File: src/rtl/ray_sched_pkg.sv
// Shared types and constants for the ray-direction dispatch scheduler and pipeline.
package ray_sched_pkg;

  localparam int unsigned X_W = 11;
  localparam int unsigned Y_W = 10;

  localparam int unsigned WIDTH_HALF  = 256;
  localparam int unsigned HEIGHT_HALF = 192;

  typedef enum logic [1:0] {
    IDLE,
    ISSUE,
    DRAIN
  } state_t;

  typedef struct packed {
    logic [10:0] x;
    logic [9:0]  y;
  } coord_t;

endpackage

File: src/rtl/ray_dispatch_scheduler_coord_fifo.sv
// First-word fall-through coordinate FIFO; the head is visible combinationally.
module coord_fifo
  import ray_sched_pkg::*;
#(
  parameter int unsigned DEPTH  = 128,
  parameter type         data_t = coord_t
) (
  input  logic                   clk_in,
  input  logic                   rst_in,
  input  logic                   push_in,
  input  data_t                  data_in,
  input  logic                   pop_in,
  output data_t                  data_out,
  output logic                   full_out,
  output logic                   empty_out,
  output logic [$clog2(DEPTH):0] count_out
);
  localparam int unsigned AW = $clog2(DEPTH);
  localparam int unsigned PW = AW + 1;

  data_t         mem_q [DEPTH];
  logic [PW-1:0] wptr_q, wptr_d;
  logic [PW-1:0] rptr_q, rptr_d;
  logic          do_push;
  logic          do_pop;

  assign empty_out = (wptr_q == rptr_q);
  assign full_out  = (wptr_q[AW] != rptr_q[AW]) && (wptr_q[AW-1:0] == rptr_q[AW-1:0]);
  assign count_out = wptr_q - rptr_q;
  assign data_out  = mem_q[rptr_q[AW-1:0]];

  // A pop on empty is dropped; a push on full is accepted only alongside a pop.
  assign do_pop  = pop_in && !empty_out;
  assign do_push = push_in && (!full_out || do_pop);

  always_comb begin
    wptr_d = wptr_q;
    rptr_d = rptr_q;
    if (do_push) wptr_d = wptr_q + PW'(1);
    if (do_pop)  rptr_d = rptr_q + PW'(1);
  end

  always_ff @(posedge clk_in) begin
    if (rst_in) begin
      wptr_q <= '0;
      rptr_q <= '0;
    end else begin
      wptr_q <= wptr_d;
      rptr_q <= rptr_d;
    end
  end

  always_ff @(posedge clk_in) begin
    if (do_push) mem_q[wptr_q[AW-1:0]] <= data_in;
  end

endmodule

File: src/rtl/ray_dispatch_scheduler.sv
// Raster-order ray issue scheduler: credit-gated pixel issue, frame-latched head
// position, and FIFO re-pairing of returning directions with their coordinates.
module ray_dispatch_scheduler
  import ray_sched_pkg::*;
#(
  parameter int unsigned WIDTH   = 512,
  parameter int unsigned HEIGHT  = 384,
  parameter int unsigned CREDITS = 128
) (
  input  logic           clk_in,
  input  logic           rst_in,
  input  logic           frame_start_in,
  input  logic [31:0]    head_x_in,
  input  logic [31:0]    head_y_in,
  input  logic [31:0]    head_z_in,
  output logic [X_W-1:0] pix_x_out,
  output logic [Y_W-1:0] pix_y_out,
  output logic           pix_valid_out,
  output logic [31:0]    head_x_out,
  output logic [31:0]    head_y_out,
  output logic [31:0]    head_z_out,
  input  logic           dir_valid_in,
  input  logic           res_pop_in,
  output logic [X_W-1:0] ray_x_out,
  output logic [Y_W-1:0] ray_y_out,
  output logic           ray_valid_out,
  output logic           busy_out,
  output logic           frame_done_out,
  output logic           error_out
);
  localparam int unsigned    CW           = $clog2(CREDITS) + 1;
  localparam logic [X_W-1:0] X_LAST       = X_W'(WIDTH - 1);
  localparam logic [Y_W-1:0] Y_LAST       = Y_W'(HEIGHT - 1);
  localparam logic [CW-1:0]  CREDITS_FULL = CW'(CREDITS);

  state_t         state_q, state_d;
  logic [X_W-1:0] x_q, x_d;
  logic [Y_W-1:0] y_q, y_d;
  logic           pix_valid_q, pix_valid_d;
  logic [X_W-1:0] pix_x_q, pix_x_d;
  logic [Y_W-1:0] pix_y_q, pix_y_d;
  logic [31:0]    head_x_q, head_x_d;
  logic [31:0]    head_y_q, head_y_d;
  logic [31:0]    head_z_q, head_z_d;
  logic           frame_done_q, frame_done_d;
  logic [CW-1:0]  credits_q, credits_d;
  logic           error_q, error_d;
  logic           issue_c;

  coord_t         fifo_wdata;
  coord_t         fifo_rdata;
  logic           fifo_full;
  logic           fifo_empty;
  logic [CW-1:0]  fifo_count;

  assign fifo_wdata = '{x: x_q, y: y_q};

  coord_fifo #(
    .DEPTH  (CREDITS),
    .data_t (coord_t)
  ) u_coord_fifo (
    .clk_in    (clk_in),
    .rst_in    (rst_in),
    .push_in   (issue_c),
    .data_in   (fifo_wdata),
    .pop_in    (dir_valid_in),
    .data_out  (fifo_rdata),
    .full_out  (fifo_full),
    .empty_out (fifo_empty),
    .count_out (fifo_count)
  );

  // Frame sequencing and raster issue.
  always_comb begin
    state_d      = state_q;
    x_d          = x_q;
    y_d          = y_q;
    pix_valid_d  = 1'b0;
    pix_x_d      = pix_x_q;
    pix_y_d      = pix_y_q;
    head_x_d     = head_x_q;
    head_y_d     = head_y_q;
    head_z_d     = head_z_q;
    frame_done_d = 1'b0;
    issue_c      = 1'b0;
    unique case (state_q)
      IDLE: begin
        if (frame_start_in) begin
          head_x_d = head_x_in;
          head_y_d = head_y_in;
          head_z_d = head_z_in;
          x_d      = '0;
          y_d      = '0;
          state_d  = ISSUE;
        end
      end
      ISSUE: begin
        if ((credits_q != '0) && !fifo_full) begin
          issue_c     = 1'b1;
          pix_valid_d = 1'b1;
          pix_x_d     = x_q;
          pix_y_d     = y_q;
          if (x_q == X_LAST) begin
            x_d = '0;
            if (y_q == Y_LAST) begin
              y_d     = '0;
              state_d = DRAIN;
            end else begin
              y_d = y_q + Y_W'(1);
            end
          end else begin
            x_d = x_q + X_W'(1);
          end
        end
      end
      DRAIN: begin
        // Done pulse is raised while still in DRAIN so a coincident start is ignored.
        if (frame_done_q) begin
          state_d = IDLE;
        end else if (fifo_empty || ((fifo_count == CW'(1)) && dir_valid_in)) begin
          frame_done_d = 1'b1;
        end
      end
      default: state_d = IDLE;
    endcase
  end

  // Credit accounting and sticky protocol errors.
  always_comb begin
    credits_d = credits_q;
    error_d   = error_q;
    if (issue_c && !res_pop_in) begin
      credits_d = credits_q - CW'(1);
    end else if (!issue_c && res_pop_in) begin
      if (credits_q == CREDITS_FULL) error_d = 1'b1;
      else                           credits_d = credits_q + CW'(1);
    end
    if (dir_valid_in && fifo_empty) error_d = 1'b1;
  end

  always_ff @(posedge clk_in) begin
    if (rst_in) begin
      state_q      <= IDLE;
      x_q          <= '0;
      y_q          <= '0;
      pix_valid_q  <= 1'b0;
      pix_x_q      <= '0;
      pix_y_q      <= '0;
      head_x_q     <= '0;
      head_y_q     <= '0;
      head_z_q     <= '0;
      frame_done_q <= 1'b0;
      credits_q    <= CREDITS_FULL;
      error_q      <= 1'b0;
    end else begin
      state_q      <= state_d;
      x_q          <= x_d;
      y_q          <= y_d;
      pix_valid_q  <= pix_valid_d;
      pix_x_q      <= pix_x_d;
      pix_y_q      <= pix_y_d;
      head_x_q     <= head_x_d;
      head_y_q     <= head_y_d;
      head_z_q     <= head_z_d;
      frame_done_q <= frame_done_d;
      credits_q    <= credits_d;
      error_q      <= error_d;
    end
  end

  assign pix_x_out      = pix_x_q;
  assign pix_y_out      = pix_y_q;
  assign pix_valid_out  = pix_valid_q;
  assign head_x_out     = head_x_q;
  assign head_y_out     = head_y_q;
  assign head_z_out     = head_z_q;
  assign ray_x_out      = fifo_rdata.x;
  assign ray_y_out      = fifo_rdata.y;
  assign ray_valid_out  = dir_valid_in;
  assign busy_out       = (state_q != IDLE);
  assign frame_done_out = frame_done_q;
  assign error_out      = error_q;

endmodule
File: config.mk
export PLATFORM = sky130hd
export DESIGN_NAME = ray_dispatch_scheduler
export DESIGN_NICKNAME = d
export VERILOG_FILES = /design/src/rtl/ray_sched_pkg.sv /design/src/rtl/ray_dispatch_scheduler_coord_fifo.sv /design/src/rtl/ray_dispatch_scheduler.sv
export SDC_FILE = /design/constraint.sdc
export NUM_CORES = 2
export LEC_CHECK = 0
export BUFFER_PORTS_ARGS = -buffer_cell sky130_fd_sc_hd__buf_2
export CORE_MARGIN = 2
export CORE_UTILIZATION = 55
export DETAILED_ROUTE_END_ITERATION = 8
export GPL_TIMING_DRIVEN = 0
export PLACE_DENSITY_LB_ADDON = 0.15
export SYNTH_ARGS = -nofsm -noshare
export SYNTH_HDL_FRONTEND = slang
export SYNTH_SLANG_ARGS = --single-unit
File: constraint.sdc
create_clock -name clk_in -period 5.6 [get_ports clk_in]
set_input_delay 0.56 -clock clk_in [delete_from_list [all_inputs] [get_ports clk_in]]
set_output_delay 0.56 -clock clk_in [all_outputs]
set_load 0.1 [all_outputs]
# After elaboration in Yosys (flattened, before gate mapping)
# Memory sizes are Yosys's and may differ from the RTL's. A register that Yosys moved wholly into a read port is not among the register bits.
# Cells that the tools add are included.
[totals] reg_bits=167 mem_bits_rw=2688 input_bits=101 out_inout_bits=143 word_cells=97 n_memories=1
[memory_table] memory="u_coord_fifo.mem_q" depth=128 word_bits=21 read_ports=1 rd_ports_with_merged_regs=1 write_ports=1 line_no="ray_dispatch_scheduler_coord_fifo.sv:21" rtl="data_t mem_q [DEPTH];"
[classes] n_addsub=7 n_eq_ne=16 muxes=29 n_bitwise=1 reduce_logical=29
[ops] operator="2-to-1 mux 10 bit" count=4
[ops] operator="2-to-1 mux 11 bit" count=3
[ops] operator="adder 8 x 1 -> 8 bit, second input constant" count=3
[ops] operator="2-to-1 mux 8 bit" count=3
[ops] operator="case mux 11 bit (2 select lines)" count=1
[ops] operator="case mux 10 bit (2 select lines)" count=1
[ops] operator="2-to-1 mux 7 bit" count=2
[ops] operator="!= test 2 bit, second input constant" count=6
[ops] operator="adder 11 x 1 -> 11 bit, second input constant" count=1
[ops] operator="== test 11 x 9 -> 1 bit, second input constant" count=1
[ops] operator="adder 10 x 1 -> 10 bit, second input constant" count=1
[ops] operator="== test 10 x 9 -> 1 bit, second input constant" count=1
[ops] operator="2-to-1 mux 2 bit" count=5
[ops] operator="nonzero test 2 bit" count=5
[ops] operator="2-to-1 mux 1 bit" count=9
[ops] operator="== test 8 x 1 -> 1 bit, second input constant" count=1
[ops] operator="== test 8 bit" count=1
[ops] operator="== test 8 bit, second input constant" count=1
[ops] operator="logical AND 1 bit" count=8
[ops] operator="nonzero test 8 bit" count=1
[ops] operator="subtractor 8 x 1 -> 8 bit, second input constant" count=1
[ops] operator="subtractor 8 bit" count=1
[ops] operator="== test 7 bit" count=1
[ops] operator="case mux 2 bit (3 select lines)" count=1
[ops] operator="other kinds (13)" count=20

# Depth between registers and ports, before layout
[logic_depth] ltp_word=11 ltp_mapped=18 depth_no_buf=15

# Hierarchy
# A second synthesis with hierarchy kept.
[unflattened] hier_cells=5624 area_unflattened_um2=109186.0
[modules_own_cells] mod="coord_fifo" n_inst=1 cells_each=4881 area_each_um2=103297.8 seq_area_each_um2=81177.9
[modules_own_cells] mod="ray_dispatch_scheduler" n_inst=1 cells_each=743 area_each_um2=5888.1 seq_area_each_um2=3022.9

# Worst setup path after synthesis
# OpenSTA, ideal clock, no wires.
[synth_timing] path_kind="register to register" startpoint="register x_q[0]" endpoint="register y_q[5]" setup_time_ns=0.071 arrival_time_ns=4.163 required_time_ns=5.529 path_slack_ns=1.365 stages_incl_launch_ff=9 synth_period_minus_slack_ns=4.235 path_cell_list="dfxtp_1 -> ha_1 -> nand3_1 -> o41ai_2 -> inv_1 -> or3_1 -> clkbuf_1 -> or4_1 -> a21oi_1"
[synth_via] elab_chain_len=3
[synth_lines] item="start: declaration" line_no="ray_dispatch_scheduler.sv:37" rtl="logic [X_W-1:0] x_q, x_d;"
[synth_lines] item="start signal: assignment" line_no="ray_dispatch_scheduler.sv:144" rtl="x_q <= '0;"
[synth_lines] item="start signal: assignment" line_no="ray_dispatch_scheduler.sv:157" rtl="x_q <= x_d;"
[synth_lines] item="== test 11 x 9 -> 1 bit" line_no="ray_dispatch_scheduler.sv:103" rtl="if (x_q == X_LAST) begin"
[synth_lines] item="!= test 2 bit (no line)"
[synth_lines] item="AND reduction 4 bit (no line)"
[synth_lines] item="end signal: assignment" line_no="ray_dispatch_scheduler.sv:158" rtl="y_q <= y_d;"
[synth_lines] item="end: declaration" line_no="ray_dispatch_scheduler.sv:38" rtl="logic [Y_W-1:0] y_q, y_d;"
# Every way passes these cells.
# A chain may end at the register's enable or synchronous reset.

==> run summary <==
Averaged over all synthesized cells, the footprint is 19.2 um^2. Detailed placement ended at an HPWL of 203000 um. The total clock buffers created by CTS was 306. Number of synthesized flops with an enable pin: 2688. The type of origin of the critical path is a register. The post-route netlist has 24.2% of its cells at a drive strength greater than 1. The die covers 203000 um^2. The via count of the first global-routing pass is 58500.

Entering global routing, the biggest net connects 89 pins. Dividing the detail-routed wire length by the instance count gives 32.0 um. The tools report the slack of the worst reg-to-reg path as 0.11 ns. STA classifies the critical path endpoint as a primary output. The remaining number of nets flagged by the antenna check after routing was 0; the first-pass iteration count of the detailed router was 6. The logs give 64.6% for the utilization after layout and 5.13 ns for the arrival time at the worst endpoint. The endpoint required time on the critical path came out at 5.04 ns. Minimum period implied by the final worst setup slack: 5.69 ns.

Setup violations remaining at the end of the flow were counted as 5. The number of distinct library cells after synthesis is 56. The synthesized design spends more area on one cell type than any other, namely edfxtp_1.

The final reports fail on capacitance limit, slew limit, setup timing. Sequential cells burn 49.4% of the power. The top flip-flop cell by instance count after synthesis is edfxtp_1.

In this run the worst path has a maximum fanout of 10. The logs give 0 for the number of warnings reported in the yosys synthesis log and 13400 for the number of fill cells in the layout. Once the floorplan was initialized, standard cells occupied 55.2% of the core. The synthesized design devotes to its leading area cell type 73.4% of total area. The placeable core region is 199000 um^2.

The netlist area before placement was 110000 um^2. For this design the ratio of total power to cell area is 368 nW/um^2. The final critical path takes up 102% of the cycle. Hold timing on the final database bottoms out at a slack of 0.180 ns. For the final database, setup skew stands at 0.0537 ns.

In this run the worst hold path is classified as in -> reg. The logs give 0 for the overall overflow remaining after global route and 35700 uW for the total internal power. The via count was 59300; the maximum vdd ir drop was 0.310 mV.

After technology mapping, the gate count stands at 5731. For this design the top-level I/O count stands at 244. The clock passes through at most 4 buffers. Timing would allow up to 176 MHz. The clock latency of the later-clocked register in the worst-skew pair was 0.94 ns; the static leakage power was 0.0391 uW.

The flow ran to the end, but the final reports show violations. TritonCTS built the clock tree. From left edge to right edge, the die measures 451 um.

Setup repair after global routing could not meet its margin everywhere. The tools report the total DRC errors in the routed layout as 0. Summed over all nets, the switching power comes to 11600 uW. Relative to the synthesized area, the layout overhead comes to 17.1%. The run gives 3 as the number of maximum-capacitance violations.

The most common library cell in the layout ignoring fill and taps is edfxtp_1. The flip-flop and latch count after synthesis was 2862. The buffer cell driving the clock tree root was clkbuf_16.

The count of endpoints failing hold in the final timing report came out at 0. The first global-routing pass estimated 426000 um of wire. The tools report the post-synth net total as 5853. For the clock group share of total power, the log shows 39.4%. For the final sum of negative setup slack, the log shows -0.276 ns. The share of the Yosys chip area taken by registers is 76.6%.

The initial antenna violation count was 14; the row count was 164. The net switching share of the total power is 24.4%. The number of nets at the end of the flow was 6655. The top cell types in the final layout, fill and taps aside, are 2688 x edfxtp_1, 530 x mux2i_1, 441 x mux4_2. The tools report the worst-case headroom to the max-slew limit as -5.16%.

The clock edge transition at the registers on the reported setup and hold paths is 0.06 ns, and the share of power burned in combinational logic is 11.2%. The die outline height came out at 451 um. By area the synthesized netlist is led by edfxtp_1 73%, mux4_2 9.0%, mux2i_1 4.8%.

At the end of routability-driven placement, the weighted congestion stood at 0.958. Number of H-tree levels: 5. For the worst-case setup margin in the final layout, the log shows -0.0855 ns. In the global route stage, overall resource usage came out at 29.5%. At the pin with the least slew margin, the transition time is 1.58 ns. Input and output buffers added on the ports amount to 243. The number of design-rule violations left by the first detailed-router iteration came out at 7902. The number of pins exceeding their max-slew limit in the final report was 33. For the number of clock sinks, the log shows 2862. For this run, asynchronously set or reset flops after synthesis account for 0%. Via density per instance: 6.31.

Kind of critical path: reg -> out. Summed over all layers, the routed wires come to 301000 um.
-- kinds of logic (layout without fill, tap and decap cells) --
group / after synthesis / in the layout / synth area share (%)
flip-flops: 2862 / 2862 / 76.6
multiplexers: 972 / 972 / 13.9
AND/OR/NAND/NOR: 843 / 843 / 3.50
AO/OA/AOI/OAI: 643 / 643 / 4.02
buffers and inverters: 362 / 1368 / 1.52
XOR/XNOR: 28 / 28 / 0.223
adder cells (fa/ha/maj): 21 / 21 / 0.253
other: 0 / 5 / 0
-- registers in the layout (all words and copies together), names as in the netlist, 10 cells and up, named ones only --
name	cells
head_x_out	32
x_q	11
u_coord_fifo.mem_q	2688
pix_y_out	10
y_q	10
head_y_out	32
pix_x_out	11
head_z_out	32
-- timing repair --
action	4_1_cts	5_1_grt
setup buffers	0	0
resized for setup	139	40
endpoints found under the hold margin	98	0
setup endpoints to repair	21	18
pin swaps	0	6
hold buffers	98	0
-- through the flow --
step / setup WS (ns) / instances / instance area [um^2] / power [uW]
6_report: -0.0855 / 9398 / 129000 / 47300
5_1_grt: -0.0281 / 9394 / 129000 / 48500
4_1_cts: 0.000976 / 9393 / 129000 / 47500
3_5_place_dp: -0.120 / 8784 / 118000 / 29000
3_3_place_gp: -1.86 / 8630 / 114000 / 29000
2_1_floorplan: 1.37 / 5731 / 110000 / 27400
-- cells in the mapped netlist, types with 52 or more instances --
| cell type | instances |
|---|---|
| a221oi_1 | 85 |
| a22oi_1 | 254 |
| buf_2 | 109 |
| mux2i_1 | 530 |
| a21oi_1 | 198 |
| edfxtp_1 | 2688 |
| nand4_1 | 52 |
| nand3_1 | 111 |
| nand2_1 | 356 |
| mux4_2 | 441 |
| nor2_1 | 180 |
| dfxtp_1 | 174 |
| clkbuf_1 | 181 |
-- final timing paths --
check	startpoint	end	depth (start not counted)
setup reg to reg	u_coord_fifo.rptr_q[4]	u_coord_fifo.mem_q[75][9]	11
hold reg to reg	head_y_out[25]	head_y_out[25]	2
hold / removal	frame_start_in	state_q[0]	4
setup / recovery	register	ray_x_out[2]	10
-- power by group through the flow --
stage / clock [uW] / sequential [uW] / combinational, uW
after detailed placement: 0 / 23800 / 5170
after floorplan: 0 / 24200 / 3190
after CTS: 18800 / 23400 / 5290
after global routing: 19600 / 23400 / 5540
final: 18600 / 23400 / 5300
after global placement: 0 / 23900 / 5070
-- critical path: stages (launching register included) --
cell	delay (ns)
dfxtp_1	0.34
clkbuf_2	0.16
buf_4	0.30
buf_4	0.32
clkbuf_2	0.34
mux4_2	0.42
a22oi_1	0.56
nand4_1	0.30
a221oi_4	0.58
or3b_1	0.51
buf_2	0.34
-- routing by layer --
metal	GRT usage, %	share of wire (%)	vias to the layer above	wire length [um]
li1	-	-	24900	-
met3	6.48	8.8	589	26600
met4	11.9	4.5	2	13600
met5	0	0.0043	-	13
met2	46.0	47	2943	142000
met1	40.8	39	30800	119000
-- area by class of cell --
cell class	count	area (um^2)	share of cell area, %
multi-input cells	2507	25000	19.5
plain buffers	338	1710	1.33
inverters	23	86.3	0.0671
well taps	2656	3320	2.58
clock buffers	394	8210	6.38
repair buffers	495	5210	4.05
diodes	5	12.5	0.00972
flip-flops and latches	2862	84300	65.5
clock inverters	118	806	0.626
Power figures use the tool's default switching activity.
